**src/rtl/uart_rx_engine_pkg.sv**
```systemverilog
// Shared UART receive definitions: FSM state encoding, default baud divider and frame width.
// The optional even-parity frame is selected with UART_RX_PARITY_EN.
package uart_rx_engine_pkg;

    localparam int UART_DIV_RATE = 260;  // 10 MHz / 38400 baud
    localparam int UART_DATA_W   = 8;

    typedef enum logic [2:0] {
        ST_IDLE   = 3'd0,
        ST_START  = 3'd1,
        ST_DATA   = 3'd2,
        ST_PARITY = 3'd3,
        ST_STOP   = 3'd4
    } rx_state_t;

    // Counter width that still holds n-1 when n is 1.
    function automatic int cnt_w(input int n);
        return (n <= 1) ? 1 : $clog2(n);
    endfunction

endpackage

```
**src/rtl/uart_rx_engine_if.sv**
```systemverilog
// Receive-side bus between the UART pin, the receiver engine and the register slave.
// parity_err exists only when UART_RX_PARITY_EN is defined.
interface uart_rx_engine_if #(
    parameter int DATA_W = uart_rx_engine_pkg::UART_DATA_W
);
    logic                          rx;
    logic [DATA_W-1:0]             rx_data;
    logic                          rx_end;
    logic                          rx_busy;
    logic                          frame_err;
`ifdef UART_RX_PARITY_EN
    logic                          parity_err;
`endif
    uart_rx_engine_pkg::rx_state_t state;

    // rx_end is a one-cycle valid with no ready: rx_data and the error flags are
    // updated on that cycle and held until the next rx_end, so the consumer must
    // capture them then. state is a debug view of the receiver FSM.
    modport master (
        input  rx,
        output rx_data, rx_end, rx_busy, frame_err,
`ifdef UART_RX_PARITY_EN
        output parity_err,
`endif
        output state
    );

    modport slave (
        output rx,
        input  rx_data, rx_end, rx_busy, frame_err,
`ifdef UART_RX_PARITY_EN
        input  parity_err,
`endif
        input  state
    );

endinterface

```
**src/rtl/uart_rx_sync.sv**
```systemverilog
// Two-flop synchronizer for the asynchronous rx pin; both flops reset to the idle-high level.
module uart_rx_sync (
    input  logic clk,
    input  logic reset,
    input  logic i_async,
    output logic o_sync
);

    logic r_meta;
    logic r_sync;

    always_ff @(posedge clk or posedge reset) begin
        if (reset) begin
            r_meta <= 1'b1;
            r_sync <= 1'b1;
        end else begin
            r_meta <= i_async;
            r_sync <= r_meta;
        end
    end

    assign o_sync = r_sync;

endmodule

```
**src/rtl/uart_rx_engine.sv**
```systemverilog
// UART receiver: 8N1 (or 8E1 with UART_RX_PARITY_EN), LSB first, mid-bit sampling,
// one-cycle rx_end pulse per frame with registered data and error flags.
module uart_rx_engine
    import uart_rx_engine_pkg::*;
#(
    parameter int DIV_RATE = UART_DIV_RATE,
    parameter int DATA_W   = UART_DATA_W
) (
    input logic               clk,
    input logic               reset,
    uart_rx_engine_if.master  bus
);

    localparam int DCW = cnt_w(DIV_RATE);
    localparam int BCW = cnt_w(DATA_W);
    localparam logic [DCW-1:0] DIV_LAST = DCW'(DIV_RATE - 1);
    localparam logic [DCW-1:0] DIV_HALF = DCW'(DIV_RATE / 2 - 1);
    localparam logic [BCW-1:0] BIT_LAST = BCW'(DATA_W - 1);

    logic              w_rx_s;
    logic              r_rx_prev;
    rx_state_t         r_state;
    logic [DCW-1:0]    r_div;
    logic [BCW-1:0]    r_bit;
    logic [DATA_W-1:0] r_shift;
    logic              r_stop_bit;
    logic              r_stop_seen;
    logic [DATA_W-1:0] r_data;
    logic              r_end;
    logic              r_busy;
    logic              r_ferr;
`ifdef UART_RX_PARITY_EN
    logic              r_par_bit;
    logic              r_perr;
`endif

    uart_rx_sync u_sync (
        .clk     (clk),
        .reset   (reset),
        .i_async (bus.rx),
        .o_sync  (w_rx_s)
    );

    always_ff @(posedge clk or posedge reset) begin
        if (reset) begin
            r_rx_prev   <= 1'b1;
            r_state     <= ST_IDLE;
            r_div       <= '0;
            r_bit       <= '0;
            r_shift     <= '0;
            r_stop_bit  <= 1'b1;
            r_stop_seen <= 1'b0;
            r_data      <= '0;
            r_end       <= 1'b0;
            r_busy      <= 1'b0;
            r_ferr      <= 1'b0;
`ifdef UART_RX_PARITY_EN
            r_par_bit   <= 1'b0;
            r_perr      <= 1'b0;
`endif
        end else begin
            r_rx_prev <= w_rx_s;
            r_end     <= 1'b0;
            case (r_state)
                ST_IDLE: begin
                    if (r_rx_prev && !w_rx_s) begin
                        r_state <= ST_START;
                        r_div   <= '0;
                        r_busy  <= 1'b1;
                    end
                end
                ST_START: begin
                    // Half a bit in: a line already back high was a glitch, not a start bit.
                    if (r_div == DIV_HALF) begin
                        r_div <= '0;
                        if (!w_rx_s) begin
                            r_state <= ST_DATA;
                            r_bit   <= '0;
                        end else begin
                            r_state <= ST_IDLE;
                            r_busy  <= 1'b0;
                        end
                    end else begin
                        r_div <= r_div + 1'b1;
                    end
                end
                ST_DATA: begin
                    if (r_div == DIV_LAST) begin
                        r_div   <= '0;
                        r_shift <= {w_rx_s, r_shift[DATA_W-1:1]};
                        if (r_bit == BIT_LAST) begin
`ifdef UART_RX_PARITY_EN
                            r_state <= ST_PARITY;
`else
                            r_state <= ST_STOP;
`endif
                        end else begin
                            r_bit <= r_bit + 1'b1;
                        end
                    end else begin
                        r_div <= r_div + 1'b1;
                    end
                end
`ifdef UART_RX_PARITY_EN
                ST_PARITY: begin
                    if (r_div == DIV_LAST) begin
                        r_div     <= '0;
                        r_par_bit <= w_rx_s;
                        r_state   <= ST_STOP;
                    end else begin
                        r_div <= r_div + 1'b1;
                    end
                end
`endif
                ST_STOP: begin
                    // Stop bit is captured mid-bit; results are published on the following edge.
                    if (r_stop_seen) begin
                        r_stop_seen <= 1'b0;
                        r_data      <= r_shift;
                        r_ferr      <= ~r_stop_bit;
`ifdef UART_RX_PARITY_EN
                        r_perr      <= (^r_shift) ^ r_par_bit;
`endif
                        r_end       <= 1'b1;
                        r_busy      <= 1'b0;
                        r_state     <= ST_IDLE;
                    end else if (r_div == DIV_LAST) begin
                        r_div       <= '0;
                        r_stop_bit  <= w_rx_s;
                        r_stop_seen <= 1'b1;
                    end else begin
                        r_div <= r_div + 1'b1;
                    end
                end
                default: begin
                    r_state <= ST_IDLE;
                    r_busy  <= 1'b0;
                end
            endcase
        end
    end

    assign bus.rx_data   = r_data;
    assign bus.rx_end    = r_end;
    assign bus.rx_busy   = r_busy;
    assign bus.frame_err = r_ferr;
`ifdef UART_RX_PARITY_EN
    assign bus.parity_err = r_perr;
`endif
    assign bus.state     = r_state;

endmodule
```
**src/flat_wrapper.sv**
```systemverilog
// flat-port wrapper written by rule: the top's interface ports become plain ports
module uart_rx_engine_flat import uart_rx_engine_pkg::*;
#(
    parameter int DIV_RATE = UART_DIV_RATE,
    parameter int DATA_W   = UART_DATA_W
)
  (clk, reset, bus_rx, bus_rx_data, bus_rx_end, bus_rx_busy, bus_frame_err, bus_state);
  uart_rx_engine_if #(.DATA_W(DATA_W)) bus_i ();
  input logic clk;
  input logic reset;
  input wire logic [$bits(bus_i.rx)-1:0] bus_rx;
  output wire logic [$bits(bus_i.rx_data)-1:0] bus_rx_data;
  output wire logic [$bits(bus_i.rx_end)-1:0] bus_rx_end;
  output wire logic [$bits(bus_i.rx_busy)-1:0] bus_rx_busy;
  output wire logic [$bits(bus_i.frame_err)-1:0] bus_frame_err;
  output wire logic [$bits(bus_i.state)-1:0] bus_state;
  assign bus_i.rx = bus_rx;
  assign bus_rx_data = bus_i.rx_data;
  assign bus_rx_end = bus_i.rx_end;
  assign bus_rx_busy = bus_i.rx_busy;
  assign bus_frame_err = bus_i.frame_err;
  assign bus_state = bus_i.state;
  uart_rx_engine #(.DIV_RATE(DIV_RATE), .DATA_W(DATA_W)) u_core (.clk(clk), .reset(reset), .bus(bus_i));
endmodule
```
**config.mk**
```make
export PLATFORM = sky130hd
export DESIGN_NAME = uart_rx_engine_flat
export DESIGN_NICKNAME = d
export VERILOG_FILES = /design/src/rtl/uart_rx_engine_pkg.sv /design/src/rtl/uart_rx_engine_if.sv /design/src/rtl/uart_rx_sync.sv /design/src/rtl/uart_rx_engine.sv /design/src/flat_wrapper.sv
export SDC_FILE = /design/constraint.sdc
export NUM_CORES = 1
export LEC_CHECK = 0
export CORE_UTILIZATION = 25
export CTS_CLUSTER_DIAMETER = 60
export DETAILED_ROUTE_END_ITERATION = 16
export GPL_TIMING_DRIVEN = 0
export PLACE_DENSITY = 0.44
export SYNTH_ARGS = -nofsm -noshare
export SYNTH_HDL_FRONTEND = slang
export SYNTH_SLANG_ARGS = --single-unit
```
**constraint.sdc**
```tcl
create_clock -name clk -period 2.4 [get_ports clk]
set_input_delay 0.48 -clock clk [delete_from_list [all_inputs] [get_ports clk]]
set_output_delay 0.48 -clock clk [all_outputs]
set_load 0.01 [all_outputs]
```
* Word level (Yosys, flattened, before mapping)
Cells that the tools add are included.
** Word-level totals
- Bits of input ports :: 3
- Output and inout bits :: 14
- Register bits :: 39
- Word-level logic and storage cells :: 71
** Cells by class
- Multiplexer cells :: 26
- Reduce and logical (&&, ||, !) cells :: 12
- Equal/unequal tests :: 15
- $add $sub $neg :: 2
- Bitwise gates (word level) :: 3
** Operators with widths (number)
- two-way mux 9 bit :: 4
- case mux 9 bit (4 select lines) :: 1
- two-way mux 3 bit :: 9
- AND reduction 5 bit :: 3
- case mux 3 bit (4 select lines) :: 1
- inequality test 2 x 1 -> 1 bit, second input constant :: 5
- adder 9 x 1 -> 9 bit, second input constant :: 1
- == test 9 x 8 -> 1 bit, second input constant :: 1
- == test 9 bit, second input constant :: 1
- two-way mux 1 bit :: 8
- inequality test 2 bit, second input constant :: 4
- == test 3 bit, second input constant :: 2
- case mux 3 bit (2 select lines) :: 1
- AND reduction 3 bit :: 2
- case mux 1 bit (4 select lines) :: 1
- AND reduction 2 bit :: 2
- nonzero test 4 bit :: 1
- adder 3 x 1 -> 3 bit, second input constant :: 1
- == test 3 x 1 -> 1 bit, second input constant :: 1
- == test 3 x 2 -> 1 bit, second input constant :: 1
- zero test 3 bit :: 1
- inverter 1 bit :: 3
- two-way mux 2 bit :: 1
- nonzero test 2 bit :: 1
- other kinds (2) :: 2

* Longest topological paths before layout
- Depth after elaboration :: 4
- Mapped depth :: 8

* Modules after synthesis
From an unflattened synthesis, not the netlist that was laid out.
** Unflattened totals
- Cells, all modules :: 168
- Area total of the unflattened synthesis :: 1909.3 um^2
** By module, submodules not included
- uart_rx_engine :: area an instance 1853.0 um^2, cells an instance 165, times used 1
- uart_rx_sync :: area an instance 56.3 um^2, cells an instance 3, times used 1

* Worst setup path before layout
No wires, ideal clock.
- Kind :: register -> register
- Start :: register u_core.r_div[0]
- End :: register u_core.r_div[0]
- Buffers on the path :: 1
- Stages on the path, launching flop included :: 8
- Required time :: 2.275 ns
- Arrival :: 1.625 ns
- Setup time :: 0.125 ns
- Period minus slack after synthesis :: 1.750 ns
- Slack :: 0.650 ns
- Cells stage by stage :: dfrtp_1 ha_1 nand4bb_4 nor2b_1 o31ai_2 buf_4 nor2_2 mux2_2
** Between the ends
- Longest elaborated chain between the ends :: 4
- Elaborated cells on any way between the ends :: 7
** Ends and longest elaborated chain
- start, declared :: RTL line uart_rx_engine.sv:23 : logic [DCW-1:0] r_div;
- start signal, assigned :: RTL line uart_rx_engine.sv:84 : r_div <= r_div + 1'b1;
- start signal, assigned :: RTL line uart_rx_engine.sv:101 : r_div <= r_div + 1'b1;
- start signal, assigned :: RTL line uart_rx_engine.sv:132 : r_div <= r_div + 1'b1;
- adder 9 x 1 -> 9 bit or == test 9 bit (tied branches)
- two-way mux 9 bit :: RTL line uart_rx_engine.sv:88, uart_rx_engine.sv:127
- two-way mux 9 bit :: RTL line uart_rx_engine.sv:117 : if (r_stop_seen) begin
- case mux 9 bit (4 select lines) * :: RTL line uart_rx_engine.sv:64 : case (r_state)
Mark *: on every way between the ends. The rest lies on a longest branch, timed or not. The select of a mux whose other input is x is not followed.
A chain may end at the register's enable or synchronous reset.

* Worst setup path in the final report
Ends and elaborated chain as after synthesis.

==> key figures <==
Drt
  • M1 wire length: around 1900 um
  • Routed Antenna Nets: 0
  • 1st-pass router iterations: 2
  • Drt drc: 0
  • 1st-iter DRT viols: 34
  • Met2 routed WL: 1620 um
  • WL/cell: 12.9 um
  • Max Used Layer: met4
  • Total wire length: about 3700 um
  • Wire length on met3: 100 um
  • Vias/cell: between 4 and 5
  • DR vias: ~1300

Critical path
  • Crit path DAT: roughly 2200 ps
  • Critical-path cell list: ha_1 -> nand4bb_4 -> nor2b_1 -> o31ai_2 -> buf_4 -> nor2_2 -> mux2_2
  • CP Max Fanout: 10
  • Cell family with most CP delay: flip-flops
  • WP buf/inv: 1
  • Crit path capture type: flip-flop
  • Crit path kind: flip-flop to flip-flop
  • Worst path required time: approximately 2600 ps
  • Slowest CP cell: dfrtp_1
  • Startpoint class of the critical path: flip-flop
  • CP max stage delay: between 400 and 500 ps

Synthesis
  • YS warnings: 0
  • Proportion of synthesized chip area in sequential cells: 0.505
  • Count of cell types in the netlist: 49
  • Syn Nets: roughly 170
  • Syn Inst Count: around 160
  • Syn_area_per_cell: roughly 12 um2
  • Syn Std Cell Area: 1940 um2
  • Top FF cell, synth: dfrtp_1
  • Synthesized flop and latch total: 39
  • Post-synth EDFFs: 0
  • Ys async rst share: 1.00

Clocking
  • Number of buffers created by CTS: 5
  • Clock buffer depth: 2
  • Post_cts resized: 0
  • CTS tree: yes
  • CTS Sinks: 39
  • Post-CTS Setup Inserts: 0
  • CTS H-tree depth: 2
  • Quantity of hold-fixing buffers added after cts: 0
  • Clk slew on worst S/H paths: 80 ps
  • Insertion delay to the later sink of the worst-skew pair: ~300 ps
  • CTS Root Cell: clkbuf_8

Floorplan
  • Die Ht: 90.1 um
  • Die Area: slightly above 8000 um2
  • Initial Util: 0.263
  • Die W: about 90 um
  • Io pins: 17
  • Core box area: approximately 7400 um2
  • # rows: 31

Timing
  • Final Cycle Share: 0.820
  • Least-Margin Pin Slew: between 800 and 900 ps
  • Slew Limit Headroom: 0.451
  • RSZ-0062 raised after global routing: false
  • Clk_skew: 8.68 ps
  • Maximum clock frequency: 508 MHz
  • Final setup fails: 0
  • Tmin final: around 2000 ps
  • Final hold vios: 0
  • Final hold slack: 359 ps
  • Setup TNS: 0 ps
  • Final slew viol count: 0

Cells and area
  • Area growth syn-to-layout: 20.6%
  • Layout Nets: slightly below 200
  • Most common cell after layout, fill and taps aside: dfrtp_1
  • Cell Count, Final, Fillers Out: about 290
  • Fin util: 0.318
  • Most frequent cells in the layout: dfrtp_1, clkdlybuf4s50_1, nor2_1, nand2_1, mux2_4
  • ANT cells: 0
  • Fraction of layout cells with a size suffix above 1: 0.234

Placed design
  • # port buffers: 16
  • DP Cell Count: approximately 280
  • Gp weighted congestion: 0.736
  • DP Wirelength: 2570 um

Status
  • Status: finished, final reports clean

Power and ir drop
  • Maximum VDD drop: between 0.0003 and 0.0004 V
  • PwrDens: roughly 690 nW/um2
  • Lkg Pwr: roughly 1.1 nW

Run
  • Max-cap violations: 0

Global routing
  • GRT Total Usage: 0.0998
  • Initial antenna violation count: 0
  • Global route overflow: 0
  • Vias in the first global route: 1289
  • Largest net degree at the start of global routing: 40
  • Global-route wire length before repair: around 6400 um

Worst hold path
  • HP Class: flip-flop to flip-flop
-- area by class of cell --
cell class,count,area (um2)
clock buffers,5,68.8
clock inverters,3,46.3
well taps,99,124
flip-flops and latches,39,981
inverters,5,18.8
plain buffers,5,32.5
multi-input cells,115,910
fillers,769,5030
repair buffers,16,160
-- cell families after synthesis --
group | synth area share
simple gates | 0.188
flops | 0.505
fa+ha+maj | 0.0258
buf+inv | 0.0264
mux | 0.140
compound gates | 0.115
-- cells in the mapped netlist (3+ instances only) --
cell type | count | share of area
dfrtp_1 | 35 | 0.45
nor2_1 | 11 | 0.021
mux2_4 | 10 | 0.077
nand2_1 | 10 | 0.019
mux2_1 | 8 | 0.046
o21ai_1 | 8 | 0.021
a21oi_1 | 7 | 0.018
nand3_1 | 6 | 0.015
dfstp_2 | 4 | 0.054
ha_1 | 4 | 0.026
inv_1 | 4 | 0.0077
nor2b_1 | 4 | 0.013
nor3_1 | 4 | 0.010
a22o_1 | 3 | 0.014
buf_4 | 3 | 0.012
o21ai_0 | 3 | 0.0077
-- per-stage QoR --
step | worst slack (ps) | area [um2] | power (mW)
4_1_cts | 412 | 2340 | 1.63
3_3_place_gp | 75.2 | 2230 | 1.05
3_5_place_dp | 426 | 2230 | 1.06
2_1_floorplan | 650 | 1940 | 0.994
6_report | 431 | 2340 | 1.61
5_1_grt | 344 | 2340 | 1.71
-- metal layers --
| layer | vias up | GRT usage |
|---|---|---|
| met2 | 14 | 0.141 |
| met5 | - | 0 |
| li1 | 634 | - |
| met3 | 5 | 0.0203 |
| met1 | 623 | 0.141 |
| met4 | 0 | 0.0565 |
-- final timing paths --
check	slack, ps	end	start	depth (start not counted)
worst max-delay path	430	u_core.r_div[0]	u_core.r_div[0]	7
worst min-delay path	360	u_core.u_sync.o_sync	u_core.u_sync.r_meta	0
worst min register to register	360	u_core.u_sync.o_sync	u_core.u_sync.r_meta	0
min in group asynchronous	660	u_core.r_bit[2]	reset	2
max in group asynchronous	1230	u_core.r_shift[4]	reset	2
worst max register to register	430	u_core.r_div[0]	u_core.r_div[0]	7
-- flip-flops by register name, summed over array words and instances (netlist names) --
signal,flops
u_core.r_stop_seen,1
u_core.bus.rx_busy,1
u_core.r_div,9
u_core.bus.rx_end,1
u_core.r_rx_prev,1
u_core.bus.rx_data,8
u_core.bus.state,3
u_core.r_stop_bit,1
u_core.u_sync.r_meta,1
u_core.r_bit,3
u_core.u_sync.o_sync,1
u_core.bus.frame_err,1
u_core.r_shift,8
-- power breakdown --
part	internal, mW	leakage (nW)	switching (mW)
sequential	0.712	0.510	0.0801
combinational	0.124	0.534	0.121
clock	0.313	0.0548	0.255
(Power assumes the default switching activity.)
